`src/rtl/hazard_pkg.sv`:
```
// hazard_pkg: shared slot type, forwarding encodings and match helpers for the hazard controller
package hazard_pkg;
  localparam int REG_ADDR_W_DEF = 5;
  localparam logic [1:0] FWD_REGFILE = 2'b00;
  localparam logic [1:0] FWD_MEM = 2'b01;
  localparam logic [1:0] FWD_WB = 2'b10;
  typedef struct packed {
    logic valid;
    logic we;
    logic mem_read;
    logic [REG_ADDR_W_DEF-1:0] dst;
    logic [REG_ADDR_W_DEF-1:0] rs;
    logic [REG_ADDR_W_DEF-1:0] rt;
  } stage_slot_t;
  function automatic logic slot_writes(stage_slot_t s, logic [REG_ADDR_W_DEF-1:0] r);
    return s.valid && s.we && s.dst != '0 && s.dst == r;
  endfunction
  function automatic logic [1:0] fwd_sel(stage_slot_t mem, stage_slot_t wb, logic [REG_ADDR_W_DEF-1:0] r);
    return slot_writes(mem, r) ? FWD_MEM : slot_writes(wb, r) ? FWD_WB : FWD_REGFILE;
  endfunction
endpackage

```
`src/rtl/hazard_stage_slot.sv`:
```
// hazard_stage_slot: one pipeline-stage tracking register; bubble loads an all-zero slot
module hazard_stage_slot
  import hazard_pkg::*;
(
  input  logic        clk,
  input  logic        rst,
  input  logic        bubble,
  input  stage_slot_t d,
  output stage_slot_t q
);
  stage_slot_t slot_d, slot_q;
  always_comb slot_d = bubble ? '0 : d;
  always_ff @(posedge clk) slot_q <= rst ? '0 : slot_d;
  assign q = slot_q;
endmodule

```
`src/rtl/hazard_fwd_ctrl.sv`:
```
// hazard_fwd_ctrl: load-use stall and EX operand forwarding for the 5-stage pipe
// Optional saturating stall counter enabled by STALL_CNT_EN.
module hazard_fwd_ctrl
  import hazard_pkg::*;
#(
  parameter int REG_ADDR_W = REG_ADDR_W_DEF
`ifdef STALL_CNT_EN
  , parameter int CNT_W = 16
`endif
) (
  input  logic                  clk,
  input  logic                  rst,
  input  logic                  flush,
  input  logic                  id_valid,
  input  logic [REG_ADDR_W-1:0] id_rs,
  input  logic [REG_ADDR_W-1:0] id_rt,
  input  logic [REG_ADDR_W-1:0] id_rd,
  input  logic                  id_reg_dst,
  input  logic                  id_reg_write,
  input  logic                  id_mem_read,
  output logic                  stall,
  output logic [1:0]            fwd_a,
  output logic [1:0]            fwd_b,
  output logic [REG_ADDR_W-1:0] ex_dst,
  output logic [REG_ADDR_W-1:0] mem_dst,
  output logic [REG_ADDR_W-1:0] wb_dst,
  output logic                  wb_we
`ifdef STALL_CNT_EN
  , output logic [CNT_W-1:0]    stall_cnt
`endif
);
  stage_slot_t id_slot, ex_q, mem_q, wb_q;
  logic ex_bubble;
  always_comb begin
    id_slot = '{valid: 1'b1, we: id_reg_write, mem_read: id_mem_read,
                dst: id_reg_dst ? id_rd : id_rt, rs: id_rs, rt: id_rt};
    stall = id_valid && !flush && ex_q.valid && ex_q.mem_read && ex_q.we && ex_q.dst != '0 &&
            (ex_q.dst == id_rs || ex_q.dst == id_rt);
    ex_bubble = stall || flush || !id_valid;
  end
  hazard_stage_slot u_ex  (.clk(clk), .rst(rst), .bubble(ex_bubble), .d(id_slot), .q(ex_q));
  hazard_stage_slot u_mem (.clk(clk), .rst(rst), .bubble(1'b0),      .d(ex_q),    .q(mem_q));
  hazard_stage_slot u_wb  (.clk(clk), .rst(rst), .bubble(1'b0),      .d(mem_q),   .q(wb_q));
  always_comb begin
    fwd_a = fwd_sel(mem_q, wb_q, ex_q.rs);
    fwd_b = fwd_sel(mem_q, wb_q, ex_q.rt);
    ex_dst = ex_q.valid ? ex_q.dst : '0;
    mem_dst = mem_q.valid ? mem_q.dst : '0;
    wb_dst = wb_q.dst;
    wb_we = wb_q.valid && wb_q.we;
  end
`ifdef STALL_CNT_EN
  logic [CNT_W-1:0] stall_cnt_d, stall_cnt_q;
  always_comb stall_cnt_d = (stall && !(&stall_cnt_q)) ? stall_cnt_q + 1'b1 : stall_cnt_q;
  always_ff @(posedge clk) stall_cnt_q <= rst ? '0 : stall_cnt_d;
  assign stall_cnt = stall_cnt_q;
`endif
endmodule

```
`config.mk`:
```
export PLATFORM = sky130hd
export DESIGN_NAME = hazard_fwd_ctrl
export DESIGN_NICKNAME = d
export VERILOG_FILES = /design/src/rtl/hazard_pkg.sv /design/src/rtl/hazard_stage_slot.sv /design/src/rtl/hazard_fwd_ctrl.sv
export SDC_FILE = /design/constraint.sdc
export NUM_CORES = 1
export LEC_CHECK = 0
export CAP_MARGIN = 20
export CORE_MARGIN = 2
export CORE_UTILIZATION = 43
export DETAILED_ROUTE_END_ITERATION = 7
export PLACE_DENSITY = 0.76
export SLEW_MARGIN = 20
export SYNTH_ARGS = -nofsm -noshare
export SYNTH_HDL_FRONTEND = slang
export SYNTH_SLANG_ARGS = --single-unit
export TNS_END_PERCENT = 5
```
`constraint.sdc`:
```
create_clock -name clk -period 1.6 [get_ports clk]
set_input_delay 0.16 -clock clk [delete_from_list [all_inputs] [get_ports clk]]
set_output_delay 0.16 -clock clk [all_outputs]
set_load 0.02 [all_outputs]
```
==> impl_metrics.py <==
metrics = {
    "cts": {
        "path_clk_slew_ps": 90,
        "post-cts-setup-buffer-count": 0,
        "clkSinkCount": 32,
        "cts_tree": "yes",
        "postCtsHoldBufs": 0,
        "clock_latency_ps": 340,
        "clockBufferDepth": 2,
        "htreeDepth": 2,
        "root_buffer": "clkbuf_4",
        "numCtsBuffers": 5,
    },
    "detailed_routing": {
        "drt-vias-per-instance": 4.79,
        "remaining_drc_errors": 0,
        "num_vias": 1316,
        "drtPass1Iterations": 4,
        "drtIter0Drc": 22,
        "antenna_left": 0,
        "wl_mm": 3.64,
        "wl_per_cell_um": 13.2,
    },
    "yosys": {
        "syn-instance-count": 158,
        "ys_seq_area_share_pct": 41.2,
        "synth.distinct_cells": 27,
        "synth.avg_cell_area_um2": 9.85,
        "yosys.area_share.simple_pct": 18.3,
        "dominantRegCellSynth": "dfxtp_1",
        "ys_seq_elements": 32,
        "async_flop_share_pct": 0,
        "synth_top_area_cell": "dfxtp_1",
        "synth_area_leaders": "dfxtp_1 (41%), xnor2_1 (10%), xor2_1 (6.8%), a211oi_2 (6.4%), nor2b_1 (5.6%)",
        "synth_top_family_by_area": "simple AND/OR/NAND/NOR gates",
        "yosys-mux-area-fraction_pct": 3.22,
        "synthXorXnorAreaFrac_pct": 16.9,
        "syn-num-nets": 180,
        "synth_top_area_share_pct": 41.2,
        "synth_edf_count": 0,
        "ys.warnings.count": 0,
        "synth.cell_area_mm2": 0.00156,
        "synthAdderAreaFrac_pct": 0,
        "synth-compound-area-share_pct": 13.0,
    },
    "pwr": {
        "ir_worst_vdd_v": 0.000494,
        "p_leak_nw": 1.09,
        "power_density_mw_per_mm2": 706,
    },
    "min_path": {
        "min-delay-start": "id_mem_read",
        "whs_path_depth": 3,
        "min_to": "u_ex.q[15]$_SDFF_PP0_",
        "hold_path_class": "in -> reg",
    },
    "cells_and_area": {
        "stdcell_count": 275,
        "area_growth_pct": 50.4,
        "diodes": 0,
        "final_core_util_pct": 68.5,
        "layout.nets": 250,
        "drive_gt1_share_pct": 32.3,
        "fin_area_mm2": 0.00234,
    },
    "global_routing": {
        "grt_overflow_total": 0,
        "grt_pass1_wl_mm": 6.02,
        "grt_antenna_before_repair": 0,
        "grt_pass1_vias": 1350,
        "grt_max_degree": 19,
        "track_usage_pct": 19.8,
    },
    "sta": {
        "max_freq_mhz": 502,
        "maxSlewViolCount": 0,
        "slew-limit-headroom_pct": 69.7,
        "finalHoldViolCount": 0,
        "setup_violations": 5,
        "tightest_slew_ps": 455,
        "min_period_ps": 1990,
        "grt_setup_unrepaired": "true",
        "finClkSkew_ps": 6.67,
        "finalCritPeriodShare_pct": 124,
        "fin_ws_ps": -392,
    },
    "place": {
        "dp.cells": 267,
        "gp_congestion": 0.847,
        "hpwl_mm": 2.82,
        "place_area_mm2": 0.00224,
        "io_buffers": 42,
    },
    "job": {
        "maxCapViolations": 0,
    },
    "floorplanning": {
        "placementRows": 21,
        "fp.dieW_um": 64.2,
        "start_util_pct": 45.6,
        "dieArea_mm2": 0.00412,
        "core_area_mm2": 0.00342,
        "die_y_um": 64.2,
        "io_pins": 43,
    },
    "setup_path": {
        "rr_startpoint": "u_ex.q[10]$_SDFF_PP0_",
        "worst_setup_path_end_kind": "primary output",
        "regToRegEndpoint": "u_ex.q[16]$_SDFF_PP0_",
        "critPathMaxFanout": 4,
        "critPathArrivalTime_ps": 1830,
        "required_ps": 1440,
        "worstRegToRegCells": 5,
        "crit_type": "reg -> out",
        "crit_path_start_kind": "flip-flop",
        "regToRegSetupSlack_ps": 70,
    },
    "outcome": {
        "run_status": "complete, but fails checks",
        "violations": "setup timing",
    },
}
-- cell families after synthesis --
kind of cell / after synthesis
muxes: 5
AOI/OAI and AO/OA: 21
xor gates and xnor gates: 30
buffers and inverters: 23
and+or+nand+nor: 47
DFF: 32
-- worst max-delay path, cell delays in order (launching register included) --
cell	delay, ps
dfxtp_2	350
xor2_1	160
or4_4	550
nor4_4	270
buf_4	170
-- power breakdown --
| part | internal [mW] | total [mW] | switching [mW] |
|---|---|---|---|
| registers | 0.815 | 0.829 | 0.0143 |
| clock network | 0.327 | 0.598 | 0.270 |
| logic | 0.128 | 0.226 | 0.0980 |
| total | 1.27 | 1.65 | 0.383 |
-- sequential cells by signal, summed over array words and instances (netlist names) --
name and cells:
u_ex.q 18, u_mem.q 7, u_wb.q 7
-- worst max path at each step --
stage	startpoint	endpoint	slack [ps]	cells after the start
floorplan	u_mem.q[13]$_SDFF_PP0_	fwd_a[1]	-20	4
global placement	u_wb.q[12]$_SDFF_PP0_	fwd_b[1]	-520	4
detailed placement	u_wb.q[12]$_SDFF_PP0_	fwd_b[1]	-540	4
CTS	u_mem.q[14]$_SDFF_PP0_	fwd_b[1]	-440	5
global route	u_wb.q[12]$_SDFF_PP0_	fwd_b[1]	-480	4
finish	u_wb.q[12]$_SDFF_PP0_	fwd_b[1]	-390	4
-- per-layer routing --
metal / vias up / GRT usage, % / share of wire (%)
li1: 668 / - / -
met1: 594 / 18.7 / 38
met2: 45 / 37.9 / 54
met3: 9 / 6.34 / 5.9
met4: 0 / 9.31 / 2.5
met5: - / 0 / 0
-- Yosys cell counts (all sizes together), types with 2 or more instances --
master  number
a211oi      17
and2        12
buf         10
dfxtp       32
inv         12
mux2i        5
nand2        2
nand3        6
nor2b       14
nor3         3
nor4         3
or4          4
xnor2       18
xor2        12
-- area by class of cell --
type	instances	area [um^2]
tap	46	57.6
timing repair buffer	74	634
multi-input combinational	103	880
sequential	32	648
clock inverter	2	35.0
inverter	12	45.0
fill	285	1070
clock buffer	6	41.3
-- timing repair --
action | CTS | global route
resized for setup | 45 | 7
hold endpoints to repair | 0 | 0
pin swaps | 4 | 3
endpoints found under the setup margin | 21 | 9
-- cells in the final DEF (no fill, tap or decap) --
cell type	n
a211oi_1	7
dfxtp_1	26
nand2b_1	1
clkbuf_4	5
dfxtp_2	6
clkdlybuf4s50_1	22
o211ai_4	1
dlymetal6s2s_1	1
nor2_1	1
a21oi_1	1
or4_4	2
nand3_1	6
clkinv_2	1
nand2_1	2
nor3_2	2
buf_4	37
xor2_1	12
or2_2	1
nor3_1	1
xnor2_1	18
clkbuf_1	1
and2_4	1
a211oi_2	10
buf_2	1
buf_6	1
mux2i_1	5
o21ai_0	1
nor2b_1	14
and2_1	11
dlygate4sd2_1	11
inv_1	12
o22ai_2	1
nor4_4	3
clkdlybuf4s15_2	1
bufinv_16	1
or4_1	2
-- per-stage QoR --
stage / worst slack [ps] / hold WS, ps / TNS, ps / power, mW
floorplan: -24.3 / 232 / -42.9 / 0.954
global placement: -515 / 456 / -1810 / 1.06
detailed placement: -540 / 459 / -2220 / 1.06
CTS: -443 / 337 / -1950 / 1.67
global route: -484 / 353 / -2100 / 1.72
finish: -392 / 347 / -1650 / 1.65
No activity file was read; power rests on OpenSTA's default activity.
